### config.mk
export PLATFORM = sky130hd
export DESIGN_NAME = operand_fetch
export DESIGN_NICKNAME = d
export VERILOG_FILES = /design/src/rtl/opf_pkg.sv /design/src/rtl/opf_scoreboard.sv /design/src/rtl/operand_fetch.sv
export SDC_FILE = /design/constraint.sdc
export NUM_CORES = 1
export LEC_CHECK = 0
export ABC_AREA = 1
export BUFFER_PORTS_ARGS = -buffer_cell sky130_fd_sc_hd__clkbuf_2
export CAP_MARGIN = 20
export CORE_ASPECT_RATIO = 1.75
export CORE_MARGIN = 2
export CORE_UTILIZATION = 54
export CTS_CLUSTER_DIAMETER = 80
export CTS_CLUSTER_SIZE = 16
export DETAILED_ROUTE_END_ITERATION = 6
export PLACE_DENSITY = 0.87
export SETUP_SLACK_MARGIN = 0.2
export SLEW_MARGIN = 15
export SYNTH_ARGS = -nofsm -noshare
export SYNTH_HDL_FRONTEND = slang
export SYNTH_HIERARCHICAL = 1
export SYNTH_SLANG_ARGS = --single-unit
### constraint.sdc
create_clock -name clk -period 5.2 [get_ports clk]
set_input_delay 1.04 -clock clk [delete_from_list [all_inputs] [get_ports clk]]
set_output_delay 1.04 -clock clk [all_outputs]
set_load 0.02 [all_outputs]
### src/rtl/opf_pkg.sv
// opf_pkg: widths, register count and the execute-side output bundle for operand_fetch.
package opf_pkg;
  localparam int DATA_W = 32;
  localparam int REG_AW = 5;
  localparam int NREGS = 2 ** REG_AW;
  typedef struct packed {
    logic [DATA_W-1:0] op1;
    logic [DATA_W-1:0] op2;
    logic [REG_AW-1:0] dr;
    logic              wen;
  } opf_out_t;
endpackage

### src/rtl/opf_scoreboard.sv
// opf_scoreboard: per-register outstanding-write bits; a same-cycle set beats a clear.
module opf_scoreboard
  import opf_pkg::*;
(
  input  logic              clk,
  input  logic              reset,
  input  logic              set_en,
  input  logic [REG_AW-1:0] set_idx,
  input  logic              clr_en,
  input  logic [REG_AW-1:0] clr_idx,
  input  logic [REG_AW-1:0] rd1_idx,
  input  logic [REG_AW-1:0] rd2_idx,
  input  logic [REG_AW-1:0] dr_idx,
  output logic              busy1,
  output logic              busy2,
  output logic              busy_dr
);
  logic [NREGS-1:0] busy;
  always_ff @(posedge clk) begin
    if (reset) busy <= '0;
    else begin
      if (clr_en) busy[clr_idx] <= 1'b0;
      if (set_en) busy[set_idx] <= 1'b1;
    end
  end
  assign busy1   = busy[rd1_idx];
  assign busy2   = busy[rd2_idx];
  assign busy_dr = busy[dr_idx];
endmodule

### src/rtl/operand_fetch.sv
// operand_fetch: register-read stage with RAW/WAW scoreboard and writeback bypass.
// Build option OPF_R0_ZERO_EN makes register 0 an architectural zero.
module operand_fetch
  import opf_pkg::*;
(
  input  logic              clk,
  input  logic              reset,
  input  logic              in_valid,
  output logic              in_ready,
  input  logic [REG_AW-1:0] in_sr1,
  input  logic [REG_AW-1:0] in_sr2,
  input  logic [REG_AW-1:0] in_dr,
  input  logic              in_wen,
  output logic [REG_AW-1:0] rf_sr1,
  output logic [REG_AW-1:0] rf_sr2,
  input  logic [DATA_W-1:0] rf_rd1,
  input  logic [DATA_W-1:0] rf_rd2,
  output logic              rf_write,
  output logic [REG_AW-1:0] rf_dr,
  output logic [DATA_W-1:0] rf_wdata,
  input  logic              wb_valid,
  input  logic [REG_AW-1:0] wb_dr,
  input  logic [DATA_W-1:0] wb_data,
  output logic              out_valid,
  input  logic              out_ready,
  output logic [DATA_W-1:0] out_op1,
  output logic [DATA_W-1:0] out_op2,
  output logic [REG_AW-1:0] out_dr,
  output logic              out_wen
);
  logic b1, b2, bd, m1, m2, md, z1, z2, sat1, sat2, hazard, issue, set_en;
  logic [DATA_W-1:0] op1, op2;
  opf_out_t out_q;
`ifdef OPF_R0_ZERO_EN
  assign z1       = in_sr1 == '0;
  assign z2       = in_sr2 == '0;
  assign set_en   = issue && in_wen && in_dr != '0;
  assign rf_write = wb_valid && wb_dr != '0;
`else
  assign z1       = 1'b0;
  assign z2       = 1'b0;
  assign set_en   = issue && in_wen;
  assign rf_write = wb_valid;
`endif
  opf_scoreboard u_sb (
    .clk(clk), .reset(reset),
    .set_en(set_en), .set_idx(in_dr),
    .clr_en(wb_valid), .clr_idx(wb_dr),
    .rd1_idx(in_sr1), .rd2_idx(in_sr2), .dr_idx(in_dr),
    .busy1(b1), .busy2(b2), .busy_dr(bd)
  );
  assign rf_sr1   = in_sr1;
  assign rf_sr2   = in_sr2;
  assign rf_dr    = wb_dr;
  assign rf_wdata = wb_data;
  // a writeback landing this cycle satisfies a busy source and supplies its value
  assign m1       = wb_valid && wb_dr == in_sr1;
  assign m2       = wb_valid && wb_dr == in_sr2;
  assign md       = wb_valid && wb_dr == in_dr;
  assign sat1     = z1 || !b1 || m1;
  assign sat2     = z2 || !b2 || m2;
  assign op1      = z1 ? '0 : m1 ? wb_data : rf_rd1;
  assign op2      = z2 ? '0 : m2 ? wb_data : rf_rd2;
  assign hazard   = !sat1 || !sat2 || (in_wen && bd && !md);
  assign in_ready = !hazard && (!out_valid || out_ready);
  assign issue    = in_valid && in_ready;
  always_ff @(posedge clk) begin
    if (reset) begin
      out_valid <= 1'b0;
      out_q     <= '0;
    end else if (issue) begin
      out_valid <= 1'b1;
      out_q     <= '{op1: op1, op2: op2, dr: in_dr, wen: in_wen};
    end else if (out_ready) out_valid <= 1'b0;
  end
  assign out_op1 = out_q.op1;
  assign out_op2 = out_q.op2;
  assign out_dr  = out_q.dr;
  assign out_wen = out_q.wen;
endmodule

; ---- Yosys cells after proc, flatten, opt, wreduce, memory -nomap -nowiden
; Index checks and enable logic that the tools add are counted.
; Widths: inputs -> output; s select.
[op_classes]
eq_ne = 3
order_cmp = 6
n_mux = 17
bitwise_logic = 3
n_reduce_logical = 23
[ops]
columns = cell, count
row1 = $mux 32, 5
row2 = $and 32x32->32, 1
row3 = $not 32->32, 1
row4 = $or 32x32->32, 1
row5 = $lt 5x6->1 const B, 4
row6 = $bmux 1 s5, 3
row7 = $eq 5x5->1, 3
row8 = $demux 1 s5, 2
row9 = $ge 5x1->1 const B, 2
row10 = $logic_and 1x1->1, 10
row11 = $logic_not 1->1, 7
row12 = $mux 1, 7
row13 = $logic_or 1x1->1, 5
row14 = $reduce_bool 2->1, 1
[totals]
ff_bits = 103
out_inout_bits = 120

; ---- Longest topological paths before layout
; Gate-level depths: netlist of run 1.
[depth]
depth_word = 12
depth_mapped = 22

; ---- By module
; Netlist of run 1, hierarchy kept.
[modules_own_cells]
columns = mod, area_each_um2, n_inst, cells_each
row1 = operand_fetch, 4035.1, 1, 623
row2 = opf_scoreboard, 2304.7, 1, 400

; ---- Worst setup path after synthesis of run 1
; Ideal clock, no wire load.
[synth_timing]
path_type = input-to-output
start = in in_dr[1]
end = out in_ready
t_arrival_ns = 2.326
path_slack_ns = 1.834
t_required_ns = 4.160
n_path_buf = 2
stages = 15
path_cell_list = buf_2 -> inv_1 -> nand3_1 -> nand3_1 -> nand2_1 -> nand2_1 -> nand2_1 -> nand2_1 -> nand2_1 -> nand2_1 -> inv_1 -> nand2_1 -> nand2_1 -> nor2_8 -> buf_6
[synth_between]
elab_chain_cells = 7
[synth_lines]
columns = element, line
row1 = start: declaration, operand_fetch.sv:12  ; input logic [REG_AW-1:0] in_dr,
row2 = $bmux 1 s5, opf_scoreboard.sv:28  ; assign busy_dr = busy[dr_idx];
row3 = $mux 1 (not written as such), opf_scoreboard.sv:28
row4 = named net bd, operand_fetch.sv:31  ; logic b1, b2, bd, m1, m2, md, z1, z2, sat1, sat2, hazard, issue, set_en;
row5 = $logic_and 1x1->1 (2 in series), operand_fetch.sv:64  ; assign hazard = !sat1 || !sat2 || (in_wen && bd && !md);
row6 = $logic_or 1x1->1, operand_fetch.sv:64
row7 = $logic_not 1->1, operand_fetch.sv:65  ; assign in_ready = !hazard && (!out_valid || out_ready);
row8 = $logic_and 1x1->1, operand_fetch.sv:65
row9 = end: declaration, operand_fetch.sv:9  ; output logic in_ready,
; The timed path passes the listed nets, and every way through them passes these cells. The select of a mux whose other input is x is not followed.

; ---- Worst setup path in the final report of run 1
[layout_timing]
start = in in_dr[0]
end = out in_ready
; Same word-level chain as after synthesis.

==> results of run 1 <==
==> worst reg2reg max path, stage by stage, from the launching register on <==
cell and delay (ps):
dfxtp_1 370, nand2_1 100, nand3_1 90, nand3_1 100, nand2_1 100, nand2_1 70, nand2_1 50, nand2_1 50
nand2_1 100, nand2_1 110, nand2_2 80, nor2_8 450, nand3_1 170, inv_1 80, inv_1 110, nor3_2 500
nand2_1 150, a21oi_1 170
==> routing by layer <==
metal  vias to the layer above  track usage  part of all wire
met2                       401        0.581              0.52
met5                         -            0                 0
met1                      3266        0.357              0.35
met3                        81       0.0522             0.077
li1                       3577            -                 -
met4                         0        0.183             0.052
==> cell families (layout without fill, tap and decap cells) <==
| family | after synthesis | count (layout) | synth area share |
|---|---|---|---|
| simple gates | 534 | 534 | 0.358 |
| buf+inv | 186 | 341 | 0.159 |
| flops | 103 | 103 | 0.325 |
| compound gates | 200 | 200 | 0.158 |
==> through the flow <==
step / hold WS, ps / worst slack (ps) / cell area (um^2) / instances
global route: 470 / 671 / 7350 / 1313
finish: 463 / 891 / 7350 / 1313
global placement: 447 / 958 / 7070 / 1297
detailed placement: 452 / 945 / 7070 / 1297
floorplan: 469 / 1830 / 6340 / 1023
CTS: 463 / 946 / 7350 / 1313
==> cells in the final DEF (no fill, tap or decap) <==
| cell | count |
|---|---|
| nand2_1 | 349 |
| clkbuf_2 | 240 |
| nand3_1 | 153 |
| a21oi_1 | 104 |
| dfxtp_1 | 103 |
| o21ai_0 | 96 |
| inv_1 | 69 |
| nor2_1 | 14 |
| inv_2 | 10 |
| clkbuf_16 | 9 |
| nor3_1 | 8 |
| buf_4 | 5 |
| nand3_2 | 3 |
| clkinv_4 | 3 |
| inv_6 | 3 |
| nor3_2 | 3 |
| nand2_2 | 1 |
| nor2_8 | 1 |
| inv_8 | 1 |
| buf_12 | 1 |
| nand3b_1 | 1 |
| nor3_4 | 1 |
==> flip-flops by register name, indices dropped and copies added, names as in the netlist <==
| register | count |
|---|---|
| out_op2 | 32 |
| out_valid | 1 |
| u_sb/busy | 32 |
| out_op1 | 32 |
| out_dr | 5 |
| out_wen | 1 |
==> power groups by stage <==
stage	logic, mW	clock network (mW)	registers, mW
after global routing	0.543	0.694	0.863
after floorplan	0.304	0	0.924
final	0.500	0.656	0.859
after CTS	0.496	0.657	0.859
after detailed placement	0.495	0	0.876
after global placement	0.490	0	0.875
==> Yosys cell counts (3+ instances only) <==
cell / number / share of area
buf_4: 49 / 0.058
nor3_1: 8 / 0.0063
nor2_1: 14 / 0.0083
nand3_1: 155 / 0.12
o21ai_0: 96 / 0.076
inv_2: 10 / 0.0059
inv_1: 69 / 0.041
a21oi_1: 104 / 0.082
nor3_2: 3 / 0.0047
buf_6: 13 / 0.023
clkbuf_1: 21 / 0.012
nand2_1: 349 / 0.21
buf_2: 23 / 0.018
dfxtp_1: 103 / 0.33
==> area by class of cell <==
class                      count  area (um^2)
inverter                      79          297
sequential                   103         2060
tap                          135          169
clock inverter                 7         63.8
fill                        1056         4160
multi-input combinational    734         3280
clock buffer                   9          225
timing repair buffer         246         1260
==> how the worst max path moves through the flow <==
stage / endpoint / slack, ps
5_1_grt: in_ready / 670
3_3_place_gp: in_ready / 960
6_report: in_ready / 890
4_1_cts: in_ready / 950
2_1_floorplan: in_ready / 1830
3_5_place_dp: in_ready / 940
==> summary.md, run 1 <==
| Metric | Value |
|---|---|
| Outcome | finished clean |
| Row count | 52 |
| Crit. End Element | output port |
| Sequential share of power | 0.426 |
| Worst slew pin tran | 1070 ps |
| Syn Nets | about 1100 |
| Async S/R FF share, synth | 0 |
| Peak Freq | ~230 MHz |
| CTS buffer count | 9 |
| Iteration-0 DRC Markers | roughly 590 |
| Setup crit start | in_dr[0] |
| Global-route wire length before repair | 33000 um |
| Total negative slack | 0 ps |
| Critical Path Slowest Stage Cell | nor2_8 |
| Post-CTS setup repair buffer count | 0 |
| Ys Warns | 6 |
| CP top delay family | simple AND/OR/NAND/NOR gates |
| Reg2reg start | u_sb/busy[5]$_SDFF_PP0_ |
| Register-to-Register Setup Slack | ~2300 ps |
| Cell depth of the worst setup path | 16 |
| Min cycle time layout | between 4000 and 5000 ps |
| Critical Path RT | 4160 ps |
| Wire per inst | about 16 um |
| Largest net degree at the start of global routing | 104 |
| # Max-Cap Violations | 0 |
| Power Density | 274 mW/mm^2 |
| Core area | 0.0115 mm^2 |
| Gr usage total | 0.326 |
| Final Skew | 8.79 ps |
| Gate power share | 0.248 |
| Hold Path Depth | 2 |
| Slew Viols, Final | 0 |
| Final worst path period share | 0.829 |
| Crit Path Class | input pin to output port |
| Netlist Area Pre-Place | 0.00634 mm^2 |
| Clock latency on the worst-skew pair | around 350 ps |
| Clock Sinks | 103 |
| Pleak | 3.65 nW |
| Post-cts sizing count | 0 |
| CP Buf/Inv Count | 4 |
| Peak VDD IR | 0.243 mV |
| RR Endpoint | u_sb/busy[28]$_SDFF_PP0_ |
| Syn Area/Cell | 6.20 um^2 |
| Hold EP | out_op2[3]$_SDFFE_PP0P_ |
| Clock-pin slew on the worst setup and hold paths | 80 ps |
| I/O pin count | 242 |
| CTS tree | built |
| CP peak stage delay | 460 ps |
| Root buf cell | clkbuf_16 |
| Most frequent CP cell | nand2_1 |
| Post-DRT Antenna Nets | 0 |
| Vias | 7325 |
| Cts hold-fix bufs | 0 |
| FF+latch count, synth | 103 |
| DRC Markers | 0 |
| Switching Share | 0.342 |
| RSZ-0062 raised after global routing | no |
| Normalized max-slew margin | 0.284 |
| Post-synth EDFFs | 0 |
| First-pass DRT Iterations | 5 |
| Final Hold Violating Endpoints | 0 |
| Hold WC Path Type | flip-flop to flip-flop |
| WL final | 21100 um |
| Reg2reg path depth | 17 |
| Detailed placement HPWL | 15600 um |
| CP max FO | 38 |
| Cell Chain, Critical Path | clkbuf_2, inv_2, nand2_1, nand3_1, nand3_1, nand2_1, nand2_1, nand2_1, nand2_1, nand2_1, nand2_1, inv_1, nand2_1, nand2_1, nor2_8, clkbuf_2 |
| Initial antenna violation count | 0 |
| Hold wc startpoint | out_op2[3]$_SDFFE_PP0P_ |
| Routability Congestion | 0.995 |
| Synth unique cells | 20 |
| Nets | 1295 |
| Initial Util | 0.551 |
| Diode count | 0 |
| Htree depth | 3 |
| Die H | 147 um |
| Clock Power Share | 0.325 |
| CP Data Arrival Time | 3270 ps |
| Area overhead of the layout relative to synthesis | 16.0% |
| Via/cell ratio | between 5 and 6 |
| Startpoint types | input pin |
| Commonest register cell after synthesis | dfxtp_1 |
| Final Util | 0.639 |
| Clock Path Buffers | 2 |
| Post-Synthesis Cells | ~1000 |
| Switching power | 0.690 mW |
| Share of cells above drive strength 1 | 0.239 |
| Register area share after synthesis | 0.325 |
| Total die area | 0.0127 mm^2 |
| Int Pwr | between 1 and 1.5 mW |
| Final setup violation count | 0 |
| Port-buffer cells | between 200 and 250 |
| Total Power | 2.01 mW |
| Grt ovf | 0 |
| Vias in the first global route | 6733 |
| Die X | 85.9 um |
Note: power is estimated with default switching activity, not from simulation.
==> run 2: changes to the inputs <==
--- a/config.mk
+++ b/config.mk
@@ -10,11 +10,11 @@
 export CAP_MARGIN = 20
 export CORE_ASPECT_RATIO = 1.75
 export CORE_MARGIN = 2
-export CORE_UTILIZATION = 54
+export CORE_UTILIZATION = 45
 export CTS_CLUSTER_DIAMETER = 80
 export CTS_CLUSTER_SIZE = 16
 export DETAILED_ROUTE_END_ITERATION = 6
-export PLACE_DENSITY = 0.87
+export PLACE_DENSITY = 0.77
 export SETUP_SLACK_MARGIN = 0.2
 export SLEW_MARGIN = 15
 export SYNTH_ARGS = -nofsm -noshare
==> constraint.sdc (replaced) <==
create_clock -name clk -period 3.6 [get_ports clk]
set_input_delay 0.72 -clock clk [delete_from_list [all_inputs] [get_ports clk]]
set_output_delay 0.72 -clock clk [all_outputs]
set_load 0.02 [all_outputs]
==> summary.md, run 2 (synthesis gave the netlist of run 1 again) <==
| Metric | Value |
|---|---|
| CP top delay family | simple AND/OR/NAND/NOR gates |
| Critical Path RT | 2880 ps |
| WL final | between 20000 and 25000 um |
| Normalized max-slew margin | 0.280 |
| I/O pin count | between 200 and 250 |
| Most frequent cells in the layout | 349 x nand2_1, 239 x clkbuf_2, 153 x nand3_1 |
| CP Data Arrival Time | 2450 ps |
| Nets | 1306 |
| Power Density | ~400 mW/mm^2 |
| Diode count | 0 |
| Vias | 7346 |
| Crit. End Element | output port |
| Reg2reg start | u_sb/busy[19]$_SDFF_PP0_ |
| Row count | between 50 and 60 |
| Cell Area, Placed | a little over 0.007 mm^2 |
| Min cycle time layout | 3170 ps |
| # Max-Cap Violations | 0 |
| Total die area | ~0.015 mm^2 |
| Final worst path period share | 0.880 |
| Clock latency on the worst-skew pair | 350 ps |
| Peak VDD IR | 0.255 mV |
| Final instance area | approximately 0.0075 mm^2 |
| Clock Sinks | 103 |
| DRC Markers | 0 |
| Share of cells above drive strength 1 | 0.246 |
| Area overhead of the layout relative to synthesis | 18.7% |
| Setup crit start | in_dr[0] |
| Initial antenna violation count | 0 |
| Root buf cell | clkbuf_16 |
| Hold WS | 461 ps |
| Clock Path Buffers | 2 |
| Outcome | finished clean |
| Total negative slack | 0 ps |
| Via/cell ratio | between 5 and 6 |
| Hold Path Depth | 2 |
| Core area | 0.0138 mm^2 |
| Htree depth | 3 |
| RSZ-0062 raised after global routing | no |
| Cell depth of the worst setup path | 16 |
| CP peak stage delay | 320 ps |
| Largest net degree at the start of global routing | 104 |
| Hold wc startpoint | out_op1[30]$_SDFFE_PP0P_ |
| Worst slew pin tran | 1080 ps |
| Wire per inst | ~17 um |
| Initial Util | 0.458 |
| Crit Path Class | input pin to output port |
| Post-CTS setup repair buffer count | 0 |
| Clock-pin slew on the worst setup and hold paths | 70 ps |
| Post-cts sizing count | 0 |
| Total Power | roughly 3.0 mW |
| Critical Path Slowest Stage Cell | buf_2 |
| Global-route wire length before repair | around 35000 um |
| Most frequent CP cell | nand2_1 |
| Most common cell after layout, fill and taps aside | nand2_1 |
| Hold WC Path Type | flip-flop to flip-flop |
| Startpoint types | input pin |
| Final setup violation count | 0 |
| Grt ovf | 0 |
| Reg2reg path depth | 17 |
| Final Hold Violating Endpoints | 0 |
| First-pass DRT Iterations | 5 |
| Cell Chain, Critical Path | buf_2, inv_2, nand2_1, nand3_1, nand3_1, nand2_1, nand2_1, nand2_1, nand2_1, nand2_1, nand2_1, inv_1, nand2_1, nand2_1, nor2_8, clkbuf_2 |
| CTS buffer count | 9 |
| Die X | 93.7 um |
| Cts hold-fix bufs | 0 |
| Final Skew | 8.54 ps |
| Pleak | around 3.7 nW |
| Post-DRT Antenna Nets | 0 |
| CP Buf/Inv Count | 4 |
| CP max FO | 20 |
| Vias in the first global route | a little under 7000 |
| Detailed placement HPWL | ~17000 um |
| Port-buffer cells | roughly 240 |
| Final Util | 0.544 |
| Routability Congestion | 1.02 |
| Slew Viols, Final | 0 |
| Gr usage total | 0.295 |
| CTS tree | built |
| Peak Freq | 316 MHz |
| Iteration-0 DRC Markers | between 500 and 600 |
| Die H | approximately 160 um |
==> run 2: changes by cell type in the layout (fill, tap and decap cells not counted) <==
cell / change
buf_4: +11
clkinv_4: -2
clkinv_8: +2
buf_2: +1
bufinv_16: +1
clkbuf_2: -1
inv_6: -1
==> run 2: worst reg2reg max path, delay by kind of cell (launching register included) <==
| family | cells | cell delay, ps |
|---|---|---|
| AND/OR/NAND/NOR | 13 | 1250 |
| flip-flops | 1 | 520 |
| buffers and inverters | 3 | 460 |
| AO/OA/AOI/OAI | 1 | 130 |
==> run 2: power by group <==
part           total, mW  switching (mW)  internal, mW
Sequential          1.24          0.0379          1.20
Clock               1.04           0.476         0.563
Combinational      0.732           0.497         0.235
==> run 2: cell type report <==
type | count | area [um^2]
timing repair buffer | 257 | 1340
multi-input combinational | 734 | 3280
clock buffer | 9 | 225
sequential | 103 | 2060
clock inverter | 7 | 100
tap | 177 | 221
fill | 1471 | 6310
inverter | 79 | 297
==> run 2: metrics by stage <==
stage	setup slack [ps]	instances
finish	433	1366
global placement	382	1350
floorplan	874	1023
CTS	419	1366
global route	224	1366
detailed placement	384	1350
==> run 2: worst paths after layout <==
path / to / slack (ps)
max: in_ready / 430
min: out_op1[30]$_SDFFE_PP0P_ / 460
max reg2reg: out_op2[8]$_SDFFE_PP0P_ / 1150
min reg2reg: out_op1[30]$_SDFFE_PP0P_ / 460
==> run 2: per-layer routing <==
| metal | routed length (um) | vias up | track usage |
|---|---|---|---|
| met1 | 8130 | 3320 | 0.339 |
| met5 | 0 | - | 0 |
| met4 | 1360 | 0 | 0.161 |
| met3 | 1510 | 71 | 0.0410 |
| met2 | 11600 | 345 | 0.519 |
| li1 | - | 3610 | - |
==> run 3: changes to the inputs <==
--- a/config.mk
+++ b/config.mk
@@ -15,6 +15,7 @@
 export CTS_CLUSTER_SIZE = 16
 export DETAILED_ROUTE_END_ITERATION = 6
 export PLACE_DENSITY = 0.77
+export REMOVE_ABC_BUFFERS = 1
 export SETUP_SLACK_MARGIN = 0.2
 export SLEW_MARGIN = 15
 export SYNTH_ARGS = -nofsm -noshare
==> summary.md, run 3 (synthesis gave the netlist of run 1 again) <==
| Metric | Value |
|---|---|
| Outcome | finished clean |
| Htree depth | 3 |
| Global-route wire length before repair | 31700 um |
| Gr usage total | 0.260 |
| Most common cell after layout, fill and taps aside | nand2_1 |
| Grt ovf | 0 |
| RR Endpoint | u_sb/busy[19]$_SDFF_PP0_ |
| CP peak stage delay | 300 ps |
| Fill count | 1442 |
| I/O pin count | 242 |
| Post-DRT Antenna Nets | 0 |
| Vias in the first global route | 6595 |
| Initial antenna violation count | 0 |
| Die H | 161 um |
| Root buf cell | clkbuf_16 |
| Clock Path Buffers | 2 |
| Via/cell ratio | 5.27 |
| Core area | 0.0138 mm^2 |
| Clock Sinks | 103 |
| CTS tree | built |
| # Max-Cap Violations | 0 |
| Wire per inst | 14.5 um |
| Reg2reg start | u_sb/busy[6]$_SDFF_PP0_ |
| Area overhead of the layout relative to synthesis | 18.1% |
| Reg2reg path depth | 17 |
| Most frequent cells in the layout | 349 x nand2_1, 239 x clkbuf_2, 153 x nand3_1 |
| Crit. End Element | output port |
| WL final | 19800 um |
| Register-to-Register Setup Slack | 1280 ps |
| Power Density | ~390 mW/mm^2 |
| Crit Path Class | input pin to output port |
| Min cycle time layout | about 3200 ps |
| Port-buffer cells | 241 |
| Most frequent CP cell | nand2_1 |
| Total Power | 2.94 mW |
| Vias | 7185 |
| Final setup violation count | 0 |
| CTS buffer count | 9 |
| Initial Util | 0.458 |
| Die X | 93.7 um |
| Clock latency on the worst-skew pair | roughly 340 ps |
| RSZ-0062 raised after global routing | no |
| Detailed placement HPWL | 14600 um |
| CP Data Arrival Time | 2490 ps |
| Critical Path Slowest Stage Cell | inv_1 |
| Diode count | 0 |
| Largest net degree at the start of global routing | 104 |
| Clock-pin slew on the worst setup and hold paths | 70 ps |
| Final Skew | 4.60 ps |
| Peak VDD IR | slightly above 0.2 mV |
| Cell Chain, Critical Path | clkbuf_2, inv_1, nand3_1, nand3_1, nand2_1, nand2_1, nand2_1, nand2_1, nand2_1, nand2_1, inv_1, nand2_1, nand2_1, nor2_8, clkbuf_2 |
| Hold WC Path Type | flip-flop to flip-flop |
| Final worst path period share | 0.893 |
| DRC Markers | 0 |
| CP max FO | 15 |
| First-pass DRT Iterations | 5 |
| Pleak | ~3.7 nW |
| Critical Path RT | 2880 ps |
| Row count | 57 |
| Final Hold Violating Endpoints | 0 |
| Startpoint types | input pin |
| Termination of the worst setup path | in_ready |
| Total die area | 0.0151 mm^2 |
| Routability Congestion | 0.985 |
| Peak Freq | 311 MHz |
| Nets | 1304 |
| Share of cells above drive strength 1 | 0.243 |
| Dpl ws | 408 ps |
| Setup crit start | in_dr[1] |
| Normalized max-slew margin | 0.281 |
| Slew Viols, Final | 0 |
| Fin worst setup slack | 385 ps |
| Worst slew pin tran | 1080 ps |
| Iteration-0 DRC Markers | 576 |
## run 3: changes by cell type in the layout (fill, tap and decap cells not counted), sizes merged
cell      delta
clkinv       -2
clkinvlp     +3
buf          -3
inv          -3
clkbuf       +3
## run 3: power breakdown
part | switching, mW | internal, mW | leakage [nW]
combinational | 0.491 | 0.235 | 2.71
sequential | 0.0344 | 1.20 | 0.839
clock | 0.420 | 0.557 | 0.138
## run 3: worst min path at each step
| stage | startpoint | to | slack, ps | cells after the start |
|---|---|---|---|---|
| 3_5_place_dp | out_op2[24]$_SDFFE_PP0P_ | out_op2[24]$_SDFFE_PP0P_ | 450 | 2 |
| 4_1_cts | out_op2[24]$_SDFFE_PP0P_ | out_op2[24]$_SDFFE_PP0P_ | 460 | 2 |
| 6_report | out_op2[15]$_SDFFE_PP0P_ | out_op2[15]$_SDFFE_PP0P_ | 460 | 2 |
| 2_1_floorplan | u_sb/busy[0]$_SDFF_PP0_ | u_sb/busy[0]$_SDFF_PP0_ | 470 | 2 |
| 5_1_grt | out_op2[24]$_SDFFE_PP0P_ | out_op2[24]$_SDFFE_PP0P_ | 480 | 2 |
| 3_3_place_gp | out_op1[21]$_SDFFE_PP0P_ | out_op1[21]$_SDFFE_PP0P_ | 450 | 2 |
## run 3: area by class of cell
cell class	instances	area, um^2	share of cell area
multi-input combinational	734	3280	0.438
sequential	103	2060	0.275
timing repair buffer	255	1330	0.177
inverter	79	297	0.0396
clock buffer	11	243	0.0324
tap	177	221	0.0296
clock inverter	5	57.6	0.00769
## run 3: through the flow
step | std cells | util | hold WS, ps | TNS, ps | instance area (um^2)
floorplan | 916 | - | 469 | -6090 | 5630
global placement | 1348 | 0.519 | 447 | 0 | 7190
detailed placement | 1348 | 0.519 | 451 | 0 | 7190
CTS | 1364 | 0.541 | 462 | 0 | 7490
global route | 1364 | 0.541 | 479 | 0 | 7490
finish | 1364 | 0.541 | 459 | 0 | 7490
## run 3: timing repair
item / in CTS / in global routing
endpoints found under the setup margin: 0 / 1
gates resized for setup: 0 / 2
hold buffers: 0 / 0
setup buffers: 0 / 0
## run 3: critical path: cells and delay by family
| family | cells | cell delay (ps) |
|---|---|---|
| buffers and inverters | 4 | 860 |
| AND/OR/NAND/NOR | 11 | 890 |
## run 3: routing by layer
metal	share of wire	routed length [um]	vias up	track usage
met1	0.37	7260	3182	0.296
met4	0.050	1000	0	0.150
met5	0	0	-	0
met3	0.069	1360	66	0.0406
li1	-	-	3597	-
met2	0.51	10200	340	0.453
